===== config.mk =====
export PLATFORM = sky130hd
export DESIGN_NAME = series_root_finder
export DESIGN_NICKNAME = d
export VERILOG_FILES = /design/src/rtl/series_pkg.sv /design/src/rtl/series_root_dp.sv /design/src/rtl/series_root_finder.sv
export SDC_FILE = /design/constraint.sdc
export NUM_CORES = 1
export LEC_CHECK = 0
export BUFFER_PORTS_ARGS = -buffer_cell sky130_fd_sc_hd__buf_4
export CAP_MARGIN = 25
export CELL_PAD_IN_SITES_DETAIL_PLACEMENT = 0
export CELL_PAD_IN_SITES_GLOBAL_PLACEMENT = 1
export CORE_AREA = 2 2 65 67
export CTS_CLUSTER_DIAMETER = 40
export DETAILED_ROUTE_END_ITERATION = 12
export DIE_AREA = 0 0 67 69
export GPL_TIMING_DRIVEN = 0
export PLACE_DENSITY_LB_ADDON = 0.1
export SYNTH_ARGS = -nofsm -noshare
export SYNTH_HDL_FRONTEND = slang
export SYNTH_SLANG_ARGS = --single-unit

===== constraint.sdc =====
create_clock -name Clk -period 5.7 [get_ports Clk]
set_input_delay 0.285 -clock Clk [delete_from_list [all_inputs] [get_ports Clk]]
set_output_delay 0.285 -clock Clk [all_outputs]
set_load 0.02 [all_outputs]

===== src/rtl/series_pkg.sv =====
// Shared constants for the series-sum / series-root blocks.
package series_pkg;

   localparam int unsigned SERIES_W = 8;

   localparam logic [1:0] S_IDLE = 2'd0;
   localparam logic [1:0] S_SUB  = 2'd1;
   localparam logic [1:0] S_DONE = 2'd2;

   typedef enum logic [1:0] {
      ST_IDLE = S_IDLE,
      ST_SUB  = S_SUB,
      ST_DONE = S_DONE
   } state_t;

endpackage


===== src/rtl/series_root_dp.sv =====
// Root-finder datapath: remainder R, next term C, count N, with R>=C compare.
module series_root_dp #(
   parameter int unsigned W = 8
) (
   input  logic         i_clk,
   input  logic         i_rst_n,
   input  logic         i_load,
   input  logic         i_step,
   input  logic [W-1:0] i_data,
   output logic [W-1:0] o_r,
   output logic [W-1:0] o_n,
   output logic         o_ge,
   output logic         o_rz
);

   logic [W-1:0] r_r;
   logic [W-1:0] r_c;
   logic [W-1:0] r_n;

   logic [W-1:0] w_diff;
   logic [W-1:0] w_c_inc;

   assign w_diff  = r_r - r_c;
   assign w_c_inc = r_c + W'(1);
   assign o_ge    = (r_r >= r_c);
   assign o_rz    = (r_r == '0);
   assign o_r     = r_r;
   assign o_n     = r_n;

   // Subtraction is only applied when guarded by o_ge, so R never wraps.
   always_ff @(posedge i_clk or negedge i_rst_n) begin
      if (!i_rst_n) begin
         r_r <= '0;
         r_c <= '0;
         r_n <= '0;
      end else if (i_load) begin
         r_r <= i_data;
         r_c <= W'(1);
         r_n <= '0;
      end else if (i_step) begin
         r_r <= w_diff;
         r_n <= r_c;
         r_c <= w_c_inc;
      end
   end

endmodule


===== src/rtl/series_root_finder.sv =====
// Finds the largest N with 1+..+N <= S, plus remainder and exact flag.
module series_root_finder
   import series_pkg::*;
#(
   parameter int unsigned W = SERIES_W
) (
   input  logic         Clk,
   input  logic         Rst_n,
   input  logic         Start,
   input  logic [W-1:0] Data_in,
   output logic [W-1:0] N_out,
   output logic [W-1:0] Rem_out,
   output logic         Exact,
   output logic         Busy,
   output logic         Done
);

   state_t r_state;
   state_t w_next;
   logic   r_exact;
   logic   w_exact_d;
   logic   w_load;
   logic   w_step;
   logic   w_ge;
   logic   w_rz;

   series_root_dp #(.W(W)) u_dp (
      .i_clk   (Clk),
      .i_rst_n (Rst_n),
      .i_load  (w_load),
      .i_step  (w_step),
      .i_data  (Data_in),
      .o_r     (Rem_out),
      .o_n     (N_out),
      .o_ge    (w_ge),
      .o_rz    (w_rz)
   );

   always_ff @(posedge Clk or negedge Rst_n) begin
      if (!Rst_n) begin
         r_state <= ST_IDLE;
         r_exact <= 1'b0;
      end else begin
         r_state <= w_next;
         r_exact <= w_exact_d;
      end
   end

   // Next-state and datapath control; unknown encodings fall back to IDLE.
   always_comb begin
      w_next    = r_state;
      w_load    = 1'b0;
      w_step    = 1'b0;
      w_exact_d = r_exact;
      case (r_state)
         ST_IDLE: begin
            if (Start) begin
               w_load    = 1'b1;
               w_exact_d = 1'b0;
               w_next    = ST_SUB;
            end
         end
         ST_SUB: begin
            if (w_ge) begin
               w_step = 1'b1;
            end else begin
               w_exact_d = w_rz;
               w_next    = ST_DONE;
            end
         end
         ST_DONE: w_next = ST_IDLE;
         default: w_next = ST_IDLE;
      endcase
   end

   assign Exact = r_exact;
   assign Busy  = (r_state == ST_SUB) || (r_state == ST_DONE);
   assign Done  = (r_state == ST_DONE);

endmodule


==> qor.yml, run 1 <==
timing:
  min_period_ns: 2.45
  finalSetupViolCount: 0
  grt_setup_unrepaired: "false"
  fin_skew_ns: 0.00239
  max_freq_ghz: 0.408
  worstMarginPinSlew_ns: 0.511
  fin_ws_ns: 3.25
  min_period_over_period_pct: 43.0
  slew_headroom_pct: 65.9
  finalSetupTns_ns: 0
  slew_violations: 0
  hold_violations: 0
layout:
  fin_util_pct: 52.2
  mostFrequentLayoutCell: "nand2_1"
  nFillCells: 403
  diodes: 0
  finalInstanceArea_um2: 2040
  areaGrowthSynthToFinish_pct: 19.9
  fin_nets: 255
  mostFrequentLayoutCells: "31 x nand2_1, 30 x buf_4, 28 x a21oi_1"
  drive_gt1_share_pct: 18.7
floorplan:
  rows: 23
  core_um2: 3910
  die_area_um2: 4620
  io_pins: 30
  die_width_um: 67
  die_h_um: 69
  initial_core_util_pct: 43.5
drt:
  viasPerCell: 5.47
  drt-pass1-iter-count: 4
  drtIter0Drc: 96
  wl_per_cell_um: 15.1
  drt_wl_total_um: 4230
  ant_nets: 0
  num_vias: 1532
  drc_errors: 0
critical_path:
  rr_startpoint: "u_dp.r_c[0]$_DFFE_PN0P_"
  crit_start: "u_dp.r_c[0]$_DFFE_PN0P_"
  crit_path_max_incr_delay_ns: 0.46
  worst-path-max-fanout: 10
  cp_slowest_cell: "dfrtp_1"
  crit_type: "reg2reg"
  critPathArrivalTime_ns: 2.65
  endpoint_kind: "flip-flop"
  cp-start-kind: "flip-flop"
  path_cells: "ha_1 > inv_1 > fa_1 > nand3_1 > a31oi_4 > o21ai_2 > buf_2 > o21ai_0 > a21oi_1"
  crit_required_ns: 5.90
global_routing:
  antenna_found_initial: 0
  use_met1_pct: 30.5
  top_usage_layer: "met2"
  grt.overflow.total: 0
  grt_pass1_vias: 1503
  grtUsageMet3_pct: 1.96
  grtUsageTotal_pct: 20.6
  met2_usage_pct: 31.9
  grt_max_degree: 28
  grt_pass1_wl_um: 7380
pwr:
  switching_share_pct: 48.5
  p_comb_share_pct: 62.8
  pwr-share-clk_pct: 10.1
  vdd_drop_max_uv: 223
  internal_power_mw: 0.571
  p_per_area_nw_per_um2: 543
  p_leak_nw: 0.871
  p_sw_mw: 0.538
  seqPwrFrac_pct: 27.1
cts:
  cts_root_buf: "clkbuf_8"
  cts_buffer_depth: 2
  numClockSinks: 27
  cts_tree: "done"
  clk_latency_ns: 0.27
  cts_buffers: 3
  h-tree-depth: 1
  cts_resized: 0
  path_clk_slew_ns: 0.10
job:
  cap_violations: 0
placement:
  numPortBuffers: 29
  dp_hpwl_um: 3160
  pre_cts_slack_ns: 3.29
  routabilityCongestion: 0.878
  placed_cell_area_um2: 1980
logic_synthesis:
  ys_ff_latch: 27
  synth_top_area_share_pct: 39.6
  synth_area_leader_cell: "dfrtp_1"
  synthMuxAreaShare_pct: 2.50
  synth_cells: 196
  synth_compound_area_share_pct: 20.3
  synth_fa_ha_area_share_pct: 9.99
  ys_types: 41
  async_reset_ff_share_pct: 100
  netlist_area_um2: 1700
  synth_edf_count: 0
  syn_nets: 220
  synth-main-ff-cell: "dfrtp_1"
  synth_top_family_by_area: "simple AND/OR/NAND/NOR gates"
  ys_warn_count: 0
  synthSimpleGateAreaFrac_pct: 20.3
  syn_area_per_cell_um2: 8.69
  synth_area_leaders: "dfrtp_1 40%, ha_1 8.8%, a21oi_1 8.2%"
  synthXorXnorAreaFrac_pct: 2.57
  yosysSeqAreaShare_pct: 39.6
outcome:
  status: "completed"
min_path:
  hp-start: "Data_in[3]"
  hold_path_class: "in2reg"
flip-flops by register name, indices dropped and copies added (netlist names):
signal / count
u_dp.o_n: 8
r_state: 2
u_dp.o_r: 8
u_dp.r_c: 8
Exact: 1
what timing repair did:
item | in CTS | in global routing
hold buffers | 1 | 0
endpoints found under the hold margin | 27 | 0
buffers inserted | 0 | 0
worst max-delay path: cells and delay by family, from the launching register on:
family	cells	cell delay, ns
AOI/OAI and AO/OA	4	0.76
adders and majority gates	2	0.62
DFF	1	0.46
buffers and inverters	2	0.37
and+or+nand+nor	1	0.16
routing by layer:
layer / routed length, um / part of all wire (%)
met4: 34 / 0.80
met1: 2040 / 48
met3: 134 / 3.2
met2: 2020 / 48
met5: 0 / 0
synthesized netlist by cell type, types with 3 or more instances:
cell type and number:
clkbuf_1 4, dfrtp_1 27, inv_1 13, or3_1 5
xnor2_1 3, nand2b_1 3, a21oi_1 28, nand3_1 9
o21ai_0 8, ha_1 12, nor2_1 12, nor3_1 3
nand2_1 31
through the flow:
stage | hold slack [ns] | power [mW] | cells
detailed placement | 0.226 | 0.993 | 275
finish | 0.215 | 1.11 | 280
global placement | 0.225 | 0.984 | 275
CTS | 0.208 | 1.12 | 280
global route | 0.230 | 1.21 | 280
floorplan | -0.0106 | 0.792 | 196
final cells by class:
type                    count  area [um2]  area share (%)
plain buffers               7        32.5            1.59
clock buffers               3        41.3            2.02
clock inverters             1        7.51           0.367
inverters                  13        48.8            2.39
multi-input cells         149         947            46.4
flip-flops and latches     27         676            33.1
well taps                  50        62.6            3.06
repair buffers             30         228            11.1
worst paths after layout:
check                      cells past startpoint  slack (ns)                      end
setup reg to reg                               9        3.25  u_dp.r_c[5]$_DFFE_PN0P_
max in group asynchronous                      2        4.98  u_dp.o_r[6]$_DFFE_PN0P_
hold / removal                                 3        0.21  u_dp.o_r[3]$_DFFE_PN0P_
hold reg to reg                                2        0.53  u_dp.o_n[4]$_DFFE_PN0P_
setup / recovery                               9        3.25  u_dp.r_c[5]$_DFFE_PN0P_
min in group asynchronous                      2        0.45        Exact$_DFFE_PN0P_
power groups by stage:
stage / logic [mW] / clock network (mW) / registers [mW]
final: 0.696 / 0.112 / 0.300
after global routing: 0.771 / 0.127 / 0.311
after CTS: 0.696 / 0.119 / 0.300
after detailed placement: 0.689 / 0 / 0.304
after global placement: 0.684 / 0 / 0.300
after floorplan: 0.456 / 0 / 0.335
cells by family after synthesis:
kind of cell,count (synthesis)
AOI/OAI and AO/OA,54
and+or+nand+nor,73
DFF,27
adders and majority gates,13
xor gates and xnor gates,5
buffers and inverters,20
muxes,4
Note: power is estimated with default switching activity, not from simulation.
==> run 2: changes to the inputs <==
Settings changed: CORE_AREA 2 2 65 67 to 2 2 68 70, DIE_AREA 0 0 67 69 to 0 0 70 72.
Clock period 5.7 ns to 2.4 ns, I/O delays scaled along.
==> qor.yml, run 2 (synthesized netlist as in run 1, its figures left out) <==
global_routing:
  antenna_found_initial: 0  # unchanged
  grtUsageTotal_pct: 18.2  # -2.4 points
  grt_pass1_wl_um: 7360  # -0.28%
  grt.overflow.total: 0  # unchanged
  grt_pass1_vias: 1569  # +4.4%
  grt_max_degree: 28  # unchanged
cts:
  path_clk_slew_ns: 0.10  # about the same
  numClockSinks: 27  # unchanged
  cts_buffer_depth: 2  # unchanged
  cts_tree: "done"
  cts_root_buf: "clkbuf_8"
  clk_latency_ns: 0.28  # about the same
  h-tree-depth: 1  # unchanged
  cts_buffers: 3  # unchanged
pwr:
  switching_share_pct: 48.3  # -0.29 points
  vdd_drop_max_uv: 575  # +160%
  pwr-share-clk_pct: 10.1  # about the same
  p_per_area_nw_per_um2: 1310  # +140%
  p_comb_share_pct: 63.9  # +1.1 points
  p_leak_nw: 0.896  # +2.8%
  internal_power_mw: 1.42  # +150%
  p_sw_mw: 1.33  # +150%
  seqPwrFrac_pct: 26.0  # -1.1 points
drt:
  met2_length_um: 2180  # +7.8%
  route.met3.wl_um: 173  # +29%
  drt-pass1-iter-count: 4  # unchanged
  drtIter0Drc: 104  # +8.3%
  wl_met1_um: 1990  # -2.4%
  drt_wl_total_um: 4410  # +4.1%
  ant_nets: 0  # unchanged
  wl_per_cell_um: 15.4  # +1.9%
  highest_layer: "met4"
  viasPerCell: 5.54  # +1.3%
  num_vias: 1585  # +3.5%
  drc_errors: 0  # unchanged
floorplan:
  die_area_um2: 5040  # +9.0%
  rows: 24  # +4.3%
  initial_core_util_pct: 40.0  # -3.6 points
  core_um2: 4260  # +9.0%
  die_width_um: 70  # +4.5%
  io_pins: 30  # unchanged
  die_h_um: 72  # +4.3%
timing:
  finalSetupViolCount: 0  # unchanged
  max_freq_ghz: 0.440  # +7.8%
  fin_skew_ns: 0.00336  # +0.000975 ns
  min_period_ns: 2.27  # -0.177 ns
  worstMarginPinSlew_ns: 0.543  # +0.0320 ns
  hold_violations: 0  # unchanged
  min_period_over_period_pct: 94.7  # +52 points
  fin_ws_ns: 0.127  # -3.12 ns
  slew_headroom_pct: 63.8  # -2.1 points
  slew_violations: 0  # unchanged
placement:
  numPortBuffers: 29  # unchanged
  pre_cts_slack_ns: -0.0397  # -3.33 ns
  routabilityCongestion: 0.970  # +10%
  dp_hpwl_um: 3160  # about the same
  placed_cell_area_um2: 1990  # +0.13%
critical_path:
  path_depth: 9  # unchanged
  crit_end: "u_dp.r_c[5]$_DFFE_PN0P_"
  critPathArrivalTime_ns: 2.48  # -0.17 ns
  critPathBufInv: 2  # unchanged
  worst-path-max-fanout: 6  # -4
  crit_path_max_incr_delay_ns: 0.46  # about the same
  path_cells: "ha_1 > inv_1 > fa_1 > nand3_2 > a31oi_4 > o21ai_4 > buf_4 > or3_1 > a21oi_1"
  crit_required_ns: 2.61  # -3.29 ns
  r2r_slack_ns: 0.13  # -3.12 ns
  crit_start: "u_dp.r_c[0]$_DFFE_PN0P_"
  timing.rr.end: "u_dp.r_c[5]$_DFFE_PN0P_"
  critPathTopFamily: "compound AO/OA/AOI/OAI gates"
  reg2reg_depth: 9  # unchanged
  cp_slowest_cell: "dfrtp_2"
  cp-start-kind: "flip-flop"
  endpoint_kind: "flip-flop"
  rr_startpoint: "u_dp.r_c[0]$_DFFE_PN0P_"
  crit_type: "reg2reg"
min_path:
  hold_path_class: "in2reg"
layout:
  drive_gt1_share_pct: 21.4  # +2.7 points
  finalInstanceArea_um2: 2100  # +2.6%
  mostFrequentLayoutCell: "buf_4"
  mostFrequentLayoutCells: "36 x buf_4, 31 x nand2_1, 28 x a21oi_1"
  diodes: 0  # unchanged
  fin_nets: 259  # +1.6%
  areaGrowthSynthToFinish_pct: 23.0
job:
  cap_violations: 0  # unchanged
outcome:
  status: "completed"
-- run 2: changes by cell type in the layout (fill, tap and decap cells not counted) --
cell     previous run  this run
nand3_1             9         8
o21ai_2             1         0
dfrtp_2             0         1
o21a_2              0         1
o21a_1              1         0
buf_2               2         0
dfrtp_1            27        26
o21ai_4             0         1
buf_4              30        36
nand3_2             0         1
-- run 2: worst min-delay path by stage --
stage	from	endpoint	slack [ns]	cells past startpoint
final	Data_in[3]	u_dp.o_r[3]$_DFFE_PN0P_	0.04	3
after global routing	Data_in[3]	u_dp.o_r[3]$_DFFE_PN0P_	0.07	3
after CTS	Data_in[3]	u_dp.o_r[3]$_DFFE_PN0P_	0.04	3
after detailed placement	Rst_n	r_state[0]$_DFFE_PN0P_	0.07	1
after global placement	Rst_n	r_state[0]$_DFFE_PN0P_	0.06	1
after floorplan	Rst_n	Exact$_DFFE_PN0P_	-0.18	0
-- run 2: power groups by stage --
stage,logic [mW],registers (mW),clock network (mW)
3_5_place_dp,1.66,0.719,0
4_1_cts,1.69,0.711,0.286
5_1_grt,1.94,0.737,0.303
3_3_place_gp,1.62,0.713,0
6_report,1.76,0.714,0.279
2_1_floorplan,1.08,0.797,0
-- run 2: worst register-to-register path: stages, from the launching register on --
cell	delay [ns]
dfrtp_2	0.46
ha_1	0.21
inv_1	0.07
fa_1	0.25
nand3_2	0.13
a31oi_4	0.31
o21ai_4	0.14
buf_4	0.16
or3_1	0.33
a21oi_1	0.14
-- run 2: layout make-up --
cell class                 instances  area (um2)
clock buffer                       3        41.3
sequential                        27         677
inverter                          13        48.8
timing repair buffer              34         258
clock inverter                     1        7.51
multi-input combinational        149         961
tap                               52        65.1
buffer                             7        37.5
fill                             439        2170
-- run 2: repair_timing --
action,4_1_cts,5_1_grt
pin swaps,0,2
endpoints found under the setup margin,20,23
gates cloned,0,0
hold buffers,1,0
gates resized for setup,1,7
hold endpoints to repair,27,0
setup buffers,0,4
-- run 2: metal layers --
| metal | GRT usage, % | vias to the layer above |
|---|---|---|
| met5 | 0 | - |
| met4 | 5.34 | 0 |
| met1 | 23.5 | 760 |
| li1 | - | 773 |
| met2 | 31.2 | 44 |
| met3 | 3.75 | 8 |
-- run 2: metrics by stage --
step                      std cells  setup TNS, ns  hold WS, ns  util, %  total power, mW
after floorplan                 196              0       -0.176        -             1.88
after global placement          277              0       0.0571     46.6             2.33
after detailed placement        277         -0.271       0.0658     46.6             2.38
after CTS                       282              0       0.0399     48.2             2.69
after global routing            286        -0.0115       0.0655     49.1             2.98
final                           286              0       0.0384     49.1             2.75
==> run 3: changes to the inputs <==
Settings changed: RECOVER_POWER set to 100.
==> qor.yml, run 3 (synthesized netlist as in run 1, its figures left out) <==
drt:
  drt_wl_total_um: 4410  # about the same
  ant_nets: 0  # unchanged
  drt-pass1-iter-count: 4  # unchanged
  viasPerCell: 5.50  # -0.69%
  wl_per_cell_um: 15.4  # about the same
  drc_errors: 0  # unchanged
  num_vias: 1574  # -0.69%
  drtIter0Drc: 95  # -8.7%
global_routing:
  grt_pass1_wl_um: 7360  # unchanged
  antenna_found_initial: 0  # unchanged
  grt_pass1_vias: 1569  # unchanged
  grt.overflow.total: 0  # unchanged
  grtUsageTotal_pct: 18.2  # unchanged
  grt_max_degree: 28  # unchanged
placement:
  numPortBuffers: 29  # unchanged
  routabilityCongestion: 0.970  # unchanged
  place_inst: 277  # unchanged
  pre_cts_slack_ns: -0.0397  # unchanged
  dp_hpwl_um: 3160  # unchanged
  placed_cell_area_um2: 1990  # unchanged
timing:
  fin_ws_ns: 0.121  # -0.00662 ns
  min_period_over_period_pct: 95.0  # +0.28 points
  worstMarginPinSlew_ns: 1.51  # +0.963 ns
  fin_skew_ns: 0.00470  # +0.00134 ns
  finalSetupViolCount: 0  # unchanged
  finalSetupTns_ns: 0  # unchanged
  min_period_ns: 2.28  # +0.00662 ns
  slew_violations: 27  # +27
  hold_violations: 0  # unchanged
  holdWs_ns: 0.0399  # +0.00153 ns
  slew_headroom_pct: -0.420  # -64 points
  max_freq_ghz: 0.439  # -0.29%
floorplan:
  io_pins: 30  # unchanged
  die_h_um: 72  # unchanged
  initial_core_util_pct: 40.0  # unchanged
  rows: 24  # unchanged
  core_um2: 4260  # unchanged
  die_area_um2: 5040  # unchanged
  die_width_um: 70  # unchanged
critical_path:
  path_depth: 9  # unchanged
  critPathTopFamily: "compound AO/OA/AOI/OAI gates"
  cp-start-kind: "flip-flop"
  endpoint_kind: "flip-flop"
  worst-path-max-fanout: 6  # unchanged
  crit_start: "u_dp.r_c[0]$_DFFE_PN0P_"
  critPathBufInv: 2  # unchanged
  crit_type: "reg2reg"
  cp_slowest_cell: "dfrtp_2"
  path_cells: "ha_1 > inv_1 > fa_1 > nand3_2 > a31oi_4 > o21ai_4 > buf_4 > or3_1 > a21oi_1"
  rr_startpoint: "u_dp.r_c[0]$_DFFE_PN0P_"
  critPathArrivalTime_ns: 2.49  # about the same
  reg2reg_depth: 9  # unchanged
  crit_required_ns: 2.61  # about the same
  crit_path_max_incr_delay_ns: 0.46  # about the same
pwr:
  p_per_area_nw_per_um2: 1320  # +0.43%
  p_leak_nw: 0.817  # -8.8%
  vdd_drop_max_uv: 570  # -0.76%
  fin_total_pwr_mw: 2.66  # -3.2%
min_path:
  hold_path_depth: 3  # unchanged
  hold_path_class: "in2reg"
  hp-start: "Data_in[3]"
layout:
  drive_gt1_share_pct: 12.8  # -8.5 points
  fin_util_pct: 47.4  # -1.8 points
  diodes: 0  # unchanged
  mostFrequentLayoutCells: "31 x nand2_1, 28 x a21oi_1, 26 x dfrtp_1"
  areaGrowthSynthToFinish_pct: 18.6
  finalInstanceArea_um2: 2020  # -3.6%
  fin_nets: 259  # unchanged
  instances_no_fill: 286  # unchanged
  nFillCells: 461  # +5.0%
  mostFrequentLayoutCell: "nand2_1"
cts:
  cts_buffer_depth: 2  # unchanged
  path_clk_slew_ns: 0.10  # about the same
  cts_buffers: 3  # unchanged
  h-tree-depth: 1  # unchanged
  cts_tree: "done"
  clk_latency_ns: 0.28  # about the same
  numClockSinks: 27  # unchanged
  cts_root_buf: "clkbuf_8"
outcome:
  violations: "max-capacitance violations, max-slew violations"
  status: "finished, violations left"
job:
  cap_violations: 1  # +1
## run 3: worst register-to-register path, delay by kind of cell (launching register included)
family	cells	cell delay (ns)
AND/OR/NAND/NOR	2	0.46
AO/OA/AOI/OAI	3	0.59
flip-flops	1	0.46
adder cells (fa/ha/maj)	2	0.46
buffers and inverters	2	0.23
## run 3: power by group
| group | internal, mW | switching [mW] |
|---|---|---|
| sequential | 0.581 | 0.131 |
| clock | 0.118 | 0.159 |
| combinational | 0.636 | 1.04 |
| total | 1.34 | 1.33 |
## run 3: area by class of cell
class | count | area, um2 | share of cell area [%]
Buffer | 7 | 37.5 | 1.86
Tap cell | 52 | 65.1 | 3.22
Inverter | 13 | 48.8 | 2.41
Clock inverter | 1 | 7.51 | 0.372
Clock buffer | 3 | 41.3 | 2.04
Multi-Input combinational cell | 149 | 961 | 47.6
Sequential cell | 27 | 677 | 33.5
Timing Repair Buffer | 34 | 183 | 9.04
## run 3: metal layers
metal / global-route usage [%] / wire, um
met4: 5.34 / 57
met3: 3.75 / 217
met5: 0 / 0
met1: 23.5 / 1960
met2: 31.2 / 2170
## run 3: what timing repair did
action                     4_1_cts  5_1_grt
setup endpoints to repair       20       23
buffers inserted                 0        4
hold buffers                     1        0
hold endpoints to repair        27        0
resized for setup                1        7
pin swaps                        0        2
## run 3: path summary, 6_finish.rpt
path                                            to  slack, ns
setup / recovery           u_dp.r_c[5]$_DFFE_PN0P_       0.12
hold / removal             u_dp.o_r[3]$_DFFE_PN0P_       0.04
setup reg to reg           u_dp.r_c[5]$_DFFE_PN0P_       0.12
hold reg to reg            u_dp.o_n[1]$_DFFE_PN0P_       0.52
max in group asynchronous  u_dp.r_c[0]$_DFFE_PN0P_       0.70
min in group asynchronous   r_state[0]$_DFFE_PN0P_       0.72
